[src/rtl/mips_cpu_pkg.sv]
// Shared types for the HI/LO multiply/divide unit: op encoding, FSM states, iteration count.
package mips_cpu_pkg;

  localparam int MULDIV_ITERS = 32;

  typedef enum logic [1:0] {
    OP_MULT  = 2'd0,
    OP_MULTU = 2'd1,
    OP_DIV   = 2'd2,
    OP_DIVU  = 2'd3
  } muldiv_op_t;

  typedef enum logic [1:0] {
    IDLE = 2'd0,
    RUN  = 2'd1,
    FIX  = 2'd2
  } muldiv_state_t;

  function automatic logic op_signed(muldiv_op_t o);
    return (o == OP_MULT) || (o == OP_DIV);
  endfunction

  function automatic logic op_is_div(muldiv_op_t o);
    return (o == OP_DIV) || (o == OP_DIVU);
  endfunction

endpackage

[src/rtl/mips_cpu_muldiv_signfix.sv]
// Conditional two's-complement negate; serves as abs() on operands and as the sign fix on results.
module mips_cpu_muldiv_signfix
  import mips_cpu_pkg::*;
#(
  parameter int WIDTH = MULDIV_ITERS
) (
  input  logic [WIDTH-1:0] val,
  input  logic             neg,
  output logic [WIDTH-1:0] res
);

  assign res = neg ? (~val + WIDTH'(1)) : val;

endmodule

[src/rtl/mips_cpu_muldiv.sv]
// Iterative HI/LO unit: MULT/MULTU by shift-add, DIV/DIVU by restoring division, 1 bit per cycle.
// Operands are made magnitudes on accept and the signs are re-applied in the FIX cycle.
module mips_cpu_muldiv
  import mips_cpu_pkg::*;
#(
  parameter int WIDTH = MULDIV_ITERS
) (
  input  logic             clk,
  input  logic             reset_n,
  input  logic             start,
  input  logic [1:0]       op,
  input  logic [WIDTH-1:0] a,
  input  logic [WIDTH-1:0] b,
  input  logic             hi_we,
  input  logic             lo_we,
  input  logic [WIDTH-1:0] wdata,
  output logic             busy,
  output logic             done,
  output logic [WIDTH-1:0] hi,
  output logic [WIDTH-1:0] lo
);

  localparam int CW = $clog2(WIDTH);
  localparam logic [CW-1:0] LAST = CW'(WIDTH - 1);

  muldiv_state_t state, state_nx;

  logic [CW-1:0]      cnt;
  logic [2*WIDTH-1:0] acc;     // mult: {partial product, multiplier}; div: {remainder, quotient}
  logic [WIDTH-1:0]   opnd;    // multiplicand or divisor magnitude
  logic               is_div, neg_q, neg_r, dbz;
  logic               accept, step, fix, busy_nx, done_nx;

  // operand capture
  muldiv_op_t       op_in;
  logic             sgn_in, sa, sb;
  logic [WIDTH-1:0] a_abs, b_abs;

  assign op_in  = muldiv_op_t'(op);
  assign sgn_in = op_signed(op_in);
  assign sa     = sgn_in & a[WIDTH-1];
  assign sb     = sgn_in & b[WIDTH-1];

  mips_cpu_muldiv_signfix #(.WIDTH(WIDTH)) u_abs_a (.val(a), .neg(sa), .res(a_abs));
  mips_cpu_muldiv_signfix #(.WIDTH(WIDTH)) u_abs_b (.val(b), .neg(sb), .res(b_abs));

  // one iteration of each algorithm
  logic [WIDTH:0]     madd, dtmp;
  logic [WIDTH-1:0]   dsub;
  logic               dge;
  logic [2*WIDTH-1:0] mult_nx, div_nx;

  assign madd    = {1'b0, acc[2*WIDTH-1:WIDTH]} + (acc[0] ? {1'b0, opnd} : '0);
  assign mult_nx = {madd, acc[WIDTH-1:1]};

  assign dtmp   = {acc[2*WIDTH-1:WIDTH], acc[WIDTH-1]};
  assign dge    = dtmp >= {1'b0, opnd};
  assign dsub   = dtmp[WIDTH-1:0] - opnd;
  assign div_nx = {(dge ? dsub : dtmp[WIDTH-1:0]), acc[WIDTH-2:0], dge};

  // result sign fix
  logic [2*WIDTH-1:0] prod_fx;
  logic [WIDTH-1:0]   quo_fx, rem_fx;

  mips_cpu_muldiv_signfix #(.WIDTH(2*WIDTH)) u_fix_prod (.val(acc), .neg(neg_q), .res(prod_fx));
  mips_cpu_muldiv_signfix #(.WIDTH(WIDTH)) u_fix_quo
    (.val(acc[WIDTH-1:0]), .neg(neg_q), .res(quo_fx));
  mips_cpu_muldiv_signfix #(.WIDTH(WIDTH)) u_fix_rem
    (.val(acc[2*WIDTH-1:WIDTH]), .neg(neg_r), .res(rem_fx));

  // FSM: state register
  always_ff @(posedge clk or negedge reset_n) begin
    if (!reset_n) state <= IDLE;
    else          state <= state_nx;
  end

  // FSM: next state
  always_comb begin
    state_nx = state;
    case (state)
      IDLE:    if (start) state_nx = RUN;
      RUN:     if (cnt == LAST) state_nx = FIX;
      FIX:     state_nx = IDLE;
      default: state_nx = IDLE;
    endcase
  end

  // FSM: outputs (registered below)
  always_comb begin
    accept  = (state == IDLE) && start;
    step    = (state == RUN);
    fix     = (state == FIX);
    busy_nx = (state_nx != IDLE);
    done_nx = fix;
  end

  always_ff @(posedge clk or negedge reset_n) begin
    if (!reset_n) begin
      cnt    <= '0;
      acc    <= '0;
      opnd   <= '0;
      is_div <= 1'b0;
      neg_q  <= 1'b0;
      neg_r  <= 1'b0;
      dbz    <= 1'b0;
      busy   <= 1'b0;
      done   <= 1'b0;
      hi     <= '0;
      lo     <= '0;
    end else begin
      busy <= busy_nx;
      done <= done_nx;
      if (accept) begin
        cnt    <= '0;
        is_div <= op_is_div(op_in);
        neg_q  <= sa ^ sb;
        neg_r  <= sa;
        dbz    <= op_is_div(op_in) && (b == '0);
        acc    <= {{WIDTH{1'b0}}, (op_is_div(op_in) ? a_abs : b_abs)};
        opnd   <= op_is_div(op_in) ? b_abs : a_abs;
      end else if (step) begin
        cnt <= cnt + CW'(1);
        acc <= is_div ? div_nx : mult_nx;
      end
      // restoring division by zero already leaves |a| as remainder; only LO needs forcing
      if (fix) begin
        if (is_div) begin
          hi <= rem_fx;
          lo <= dbz ? '1 : quo_fx;
        end else begin
          hi <= prod_fx[2*WIDTH-1:WIDTH];
          lo <= prod_fx[WIDTH-1:0];
        end
      end else if (state == IDLE) begin
        if (hi_we) hi <= wdata;
        if (lo_we) lo <= wdata;
      end
    end
  end

endmodule
[config.mk]
export PLATFORM = sky130hd
export DESIGN_NAME = mips_cpu_muldiv
export DESIGN_NICKNAME = d
export VERILOG_FILES = /design/src/rtl/mips_cpu_pkg.sv /design/src/rtl/mips_cpu_muldiv_signfix.sv /design/src/rtl/mips_cpu_muldiv.sv
export SDC_FILE = /design/constraint.sdc
export NUM_CORES = 1
export LEC_CHECK = 0
export CAP_MARGIN = 25
export CORE_UTILIZATION = 58
export DETAILED_ROUTE_END_ITERATION = 10
export PLACE_DENSITY = 0.82
export SYNTH_ARGS = -nofsm -noshare
export SYNTH_HDL_FRONTEND = slang
export SYNTH_SLANG_ARGS = --single-unit
[constraint.sdc]
create_clock -name clk -period 4.32 [get_ports clk]
set_clock_uncertainty 0.1 [all_clocks]
set_input_delay 1.08 -clock clk [delete_from_list [all_inputs] [get_ports clk]]
set_output_delay 1.08 -clock clk [all_outputs]
set_load 0.02 [all_outputs]
==> impl_results.md, run 1 <==
- CP endpoint kind: register
- Final period util: 0.876
- Endpoints failing setup: 0
- Number of port buffers: between 150 and 200
- First-pass GRT wire length: slightly above 80000 µm
- Drt first-iter violations: around 1900
- Die height: about 160 µm
- Routed WL: between 50000 and 60000 µm
- Ports: between 150 and 200
- Commonest cells after routing, fill and taps aside: nand2_1, o21ai_0, dfrtp_1, clkdlybuf4s50_1, a21oi_1
- Seq cells post-synth: between 150 and 200
- Slowest library cell on the worst path: a2111oi_4
- Status: finished clean
- Root Driver: clkbuf_16
- Synth warn: 0
- Reg area: ~4300 µm²
- Max Slew Vio Count: 0
- Max Clk Rate: between 0.2 and 0.3 GHz
- H-tree levels: 4
- Reg2reg end: acc[62]
- Row count: 58
- FILL cells: 2076
- PD cells: a little over 900 nW/µm²
- Synth Flop Type: dfrtp_1
- Post-synth EDFFs: 0
- Req. time, crit path: around 4.6 ns
- Clk sinks: 173
- Rel. slew slack: 0.375
- Worst Path Max Fanout: 30
- VDD IR max: about 0.00054 V
- Vias per cell: approximately 6.7
- Crit start category: register
- Syn Nets: 2103
- Total global-route track usage: 0.403
- Register area share after synthesis: 0.285
- Area Growth Syn to Fin: 18.3%
- Post-Synthesis Cell Area: around 15000 µm²
- Initial Utilization: 0.597
- Clk Latency, worst-skew pair: between 0.4 and 0.5 ns
- Remaining Overflow, GRT: 0
- Post-synth ARST share: 1.00
- R2R Setup Slk: between 0.5 and 0.6 ns
- Footprint of the multi-input gates: 10200 µm²
- Final nets: 2224
- Drt wl/cell: 22.7 µm
- DP Worst Slack: ~0.41 ns
- RSZ-0062 raised after global routing: false
- Setup TNS: 0 ns
- Final Hold Vio Count: 0
- Avg Cell Area, Syn: just under 8 µm²
- Crit-path cells: inv_1, buf_12, nor2_1, ha_1, a211o_1, a2111oi_4, o31a_1, o211ai_1, a31oi_2, o31ai_1, mux2_1, o31ai_1
- Num CTS Buffers: 17
- Clock Tree Buf Depth: 2
- Post-synth cell types: 85
- Drt first pass iters: 9
- HPWL Detailed: 41600 µm
- Vias in the first global route: ~15000
- Die X: 164 µm
- Commonest non-fill, non-tap cell in the layout: nand2_1
- Setup bufs post-CTS: 0
- Worst Setup SP: acc[0]
- CP Data Arrival Time: between 4 and 5 ns
- Post-CTS Hold Buffers: 0
- Layout cells sized above 1: 0.0640
- Depth of the worst register-to-register path: 12
- Most used cell, CP: o31ai_1
- Post-DRT Antenna Nets: 0
- Resized cells post-CTS: 0
- Initial antenna violation count: 5
- Leak: between 7 and 8 nW
- Routed vias: about 16000
- Hold Path Class: register to register
- N_diodes: 0
- Worst-path clk slew: 0.09 ns
- Syn Inst Count: between 1500 and 2000
- Critical Path End: acc[62]
- Worst Tran Pin Value: ~0.94 ns
- Worst path max stage delay: approximately 0.45 ns
- DRC viols: 0
- Core area: 25500 µm²
- Final GP Congestion: roughly 0.97
- Max cap viols: 0
- Final min period: roughly 3.8 ns
- Pin count of the biggest net entering global routing: 90
- CTS tree: done
- Reg-to-Reg Start: acc[0]
- Setup WS post-layout: 0.535 ns
- Die Area: about 27000 µm²
- Crit path kind: register to register
-- critical path, delay by kind of cell, from the launching register on --
kind	cells	cell delay (ns)
and+or+nand+nor	1	0.07
AOI/OAI and AO/OA	7	2.06
DFF	1	0.43
muxes	1	0.33
buffers and inverters	2	0.45
adders and majority gates	1	0.24
-- report_power, final --
| part | switching (W) | internal [W] | total, W |
|---|---|---|---|
| sequential | 0.000891 | 0.00244 | 0.00333 |
| clock | 0.000850 | 0.000804 | 0.00165 |
| combinational | 0.00672 | 0.00460 | 0.0113 |
| total | 0.00846 | 0.00784 | 0.0163 |
-- state kept, by name, summed over array words and instances (netlist names), 2 cells and up --
name / count
acc: 64
cnt: 5
hi: 32
opnd: 32
lo: 32
state: 2
-- area by class of cell --
type / instances / share of cell area
tap: 330 / 0.0230
clock buffer: 17 / 0.0237
multi-input combinational: 1564 / 0.566
timing repair buffer: 227 / 0.122
inverter: 66 / 0.0138
clock inverter: 15 / 0.0113
sequential: 173 / 0.241
-- cells in the mapped netlist (all sizes together), types with 7 or more instances --
| cell type | count | area, µm² |
|---|---|---|
| xnor2 | 101 | 885 |
| a21o | 26 | 195 |
| or4 | 15 | 124 |
| nand2 | 219 | 822 |
| o31ai | 21 | 163 |
| nand4 | 10 | 68.8 |
| nor3 | 43 | 215 |
| dfrtp | 173 | 4330 |
| or3 | 13 | 81.3 |
| o211ai | 59 | 443 |
| or2 | 7 | 43.8 |
| a211oi | 14 | 105 |
| a22oi | 19 | 143 |
| a311oi | 8 | 70.1 |
| clkbuf | 102 | 383 |
| o21ai | 204 | 1020 |
| buf | 23 | 100 |
| o41ai | 16 | 155 |
| and3 | 21 | 131 |
| nand2b | 18 | 113 |
| ha | 70 | 876 |
| inv | 66 | 248 |
| o21bai | 8 | 60.1 |
| nand3 | 35 | 175 |
| o31a | 10 | 87.6 |
| a31oi | 15 | 100 |
| xor2 | 59 | 517 |
| a21oi | 150 | 754 |
| nor2 | 142 | 543 |
| and2 | 9 | 56.3 |
| o22ai | 42 | 263 |
| o21a | 14 | 105 |
| o221ai | 20 | 175 |
| nor4 | 23 | 205 |
| nor2b | 19 | 119 |
| mux2i | 59 | 591 |
-- worst min path at each step --
stage	endpoint	slack (ns)	depth (start not counted)	startpoint
final	lo[9]	0.38	2	lo[9]
after global routing	cnt[3]	0.40	1	cnt[3]
after CTS	lo[9]	0.39	2	lo[9]
after detailed placement	lo[9]	0.37	2	lo[9]
after global placement	lo[17]	0.36	2	lo[17]
after floorplan	cnt[3]	0.35	1	cnt[3]
-- kinds of logic (layout without fill, tap and decap cells) --
family                   after synthesis  count (layout)  share of synthesized area
buffers and inverters                191             325                     0.0481
AO/OA/AOI/OAI                        679             679                      0.287
AND/OR/NAND/NOR                      592             592                      0.187
adder cells (fa/ha/maj)               72              72                     0.0602
flip-flops                           173             173                      0.285
XOR/XNOR                             160             160                     0.0922
multiplexers                          61              61                     0.0403
-- metal layers --
metal | vias to the layer above | wire length, µm | GRT usage
li1 | 7334 | - | -
met1 | 7552 | 22000 | 0.539
met2 | 935 | 24000 | 0.627
met3 | 164 | 5520 | 0.0768
met4 | 8 | 2710 | 0.188
met5 | - | 56 | 0
-- through the flow --
step                hold slack (ns)   util  cells  power (W)  cell area, µm²
CTS                           0.389  0.705   2391     0.0160           18000
global route                  0.397  0.706   2392     0.0174           18000
global placement              0.362  0.680   2359     0.0140           17300
floorplan                     0.349      -   1928     0.0109           15200
finish                        0.381  0.706   2392     0.0163           18000
detailed placement            0.369  0.680   2359     0.0143           17300
Power figures use the tool's default switching activity.
==> run 2, diff against run 1 <==
- PLACE_DENSITY: 0.82 -> 0.87
==> run 2 against run 1 <==
  * Flip-flop and latch count did not move
  * Sequential power rose by 2%
  * Routed wire length rose by 2.0%
  * Die area did not move
  * Maximum frequency fell by 1.8%
  * Critical path depth did not move
  * Power rose by 1.8%
  * Combinational power barely moved
==> impl_results.md, run 2 (same netlist as run 1, synthesis figures left out) <==
- Setup TNS: 0 ns (unchanged)
- DRT met1 WL: 21600 µm (-2.1%)
- Routed vias: 16400 (+2.3%)
- Worst-path clk slew: 0.08 ns (about the same)
- Ports: 169 (unchanged)
- Hold WS: 0.385 ns (+0.00340 ns)
- Num CTS Buffers: 17 (unchanged)
- Area Growth Syn to Fin: 18.3% (about the same)
- Row count: 58 (unchanged)
- Number of port buffers: 168 (unchanged)
- Post-CTS Hold Buffers: 0 (unchanged)
- Met2 wire length: 24400 µm (+1.7%)
- Clk sinks: 173 (unchanged)
- Remaining Overflow, GRT: 0 (unchanged)
- Initial Utilization: 0.597 (unchanged)
- Final Hold Vio Count: 0 (unchanged)
- CP Buf/Inv Count: 2 (unchanged)
- Total global-route track usage: 0.412 (+0.00934)
- Setup bufs post-CTS: 0 (unchanged)
- Leak: 7.41 nW (about the same)
- Req. time, crit path: 4.54 ns (-0.03 ns)
- Slowest library cell on the worst path: inv_1
- DP Worst Slack: 0.345 ns (-0.0687 ns)
- Resized cells post-CTS: 0 (unchanged)
- HPWL Detailed: 42400 µm (+2.0%)
- Top sig layer: met5
- Clk Latency, worst-skew pair: 0.45 ns (about the same)
- Crit-path cells: inv_1, buf_4, nor2_1, ha_1, a21oi_1, a21boi_0, a311oi_1, nor3_1, nor4b_1, xnor2_1, a22oi_1, o211ai_1
- CTS tree: done
- Crit path kind: register to register
- Largest Register: acc
- First-pass GRT wire length: 84200 µm (+2.4%)
- Rel. slew slack: 0.319 (-0.0562)
- Final GP Congestion: 1.02 (+5.1%)
- VDD IR max: 0.000677 V (+24%)
- Hold Path Class: register to register
- Setup WS post-layout: 0.468 ns (-0.0678 ns)
- Worst path max stage delay: 0.48 ns (+0.03 ns)
- Crit start category: register
- Delay-heaviest family, CP: compound AO/OA/AOI/OAI gates
- Commonest non-fill, non-tap cell in the layout: nand2_1
- Clock Tree Buf Depth: 2 (unchanged)
- RSZ-0062 raised after global routing: false
- Routed WL: 55400 µm (+2.0%)
- CP Data Arrival Time: 4.08 ns (+0.05 ns)
- Initial antenna violation count: 1 (-4)
- Pin count of the biggest net entering global routing: 88 (-2.2%)
- Number of flip-flops under the largest register name: 64 (unchanged)
- Die height: 164 µm (unchanged)
- Status: finished clean
- DRC viols: 0 (unchanged)
- Layout cells sized above 1: 0.0658 (+0.00181)
- Commonest cells after routing, fill and taps aside: nand2_1, o21ai_0, dfrtp_1, clkdlybuf4s50_1, a21oi_1
- Vias per cell: 6.83 (+2.1%)
- Max Slew Vio Count: 0 (unchanged)
- Final Core Density: 0.706 (about the same)
- Core area: 25500 µm² (unchanged)
- Root Driver: clkbuf_16
- H-tree levels: 4 (unchanged)
- Die Area: 26900 µm² (unchanged)
- Final nets: 2228 (+0.18%)
- PD cells: 923 nW/µm² (+1.8%)
- Drt wl/cell: 23.1 µm (+1.8%)
- Endpoints failing setup: 0 (unchanged)
- Drt first-iter violations: 2102 (+14%)
- Die X: 164 µm (unchanged)
- Max cap viols: 0 (unchanged)
- Max Clk Rate: 0.260 GHz (-1.8%)
- Total power: 0.0166 W (+1.8%)
- Post-DRT Antenna Nets: 0 (unchanged)
- Drt first pass iters: 6 (-3)
- Worst Path Max Fanout: 14 (-53%)
- Met3 routed WL: 6340 µm (+15%)
- Final min period: 3.85 ns (+0.0678 ns)
- CP endpoint kind: register
- Worst Tran Pin Value: 1.02 ns (+0.0818 ns)
- Final period util: 0.892 (+0.0157)
- Vias in the first global route: 15200 (+4.3%)
-- run 2: area by class of cell --
type                            instances  area (µm²)
Antenna cell                            1        2.50
Clock buffer                           17         425
Clock inverter                         15         214
Fill cell                            2008        7490
Inverter                               66         248
Multi-Input combinational cell       1564       10200
Sequential cell                       173        4330
Tap cell                              330         413
Timing Repair Buffer                  231        2180
-- run 2: per-stage QoR --
stage                     cell area [µm²]  instances
final                               18000       2397
after global routing                18000       2396
after CTS                           18000       2396
after detailed placement            17300       2364
after global placement              17300       2363
after floorplan                     15200       1928
-- run 2: final timing paths --
check | slack (ns) | start | cells after the start | end
min in group asynchronous | 0.59 | reset_n | 1 | hi[10]
max | 0.47 | acc[0] | 12 | acc[60]
min | 0.38 | lo[28] | 2 | lo[28]
max in group asynchronous | 2.64 | reset_n | 2 | opnd[10]
min reg2reg | 0.38 | lo[28] | 2 | lo[28]
max reg2reg | 0.47 | acc[0] | 12 | acc[60]
-- run 2: worst min-delay path: cells and delay by family (launching register included) --
family | cells | cell delay (ns)
simple gates | 1 | 0.05
flops | 1 | 0.35
compound gates | 1 | 0.06
-- run 2: report_power, final --
| group | internal, W | switching [W] | leakage (nW) |
|---|---|---|---|
| Clock | 0.000806 | 0.000871 | 0.304 |
| Combinational | 0.00468 | 0.00684 | 5.00 |
| Sequential | 0.00244 | 0.000961 | 2.11 |
-- run 2: layer usage --
layer	vias to the layer above	track usage
li1	7356	-
met1	7735	0.550
met2	1077	0.634
met3	190	0.0758
met4	2	0.215
met5	-	0
==> run 3, diff against run 2 <==
- PLACE_DENSITY: 0.87 -> 0.82
==> results of run 3 <==
Final layout, timing and power as in run 1 (identical DEF).
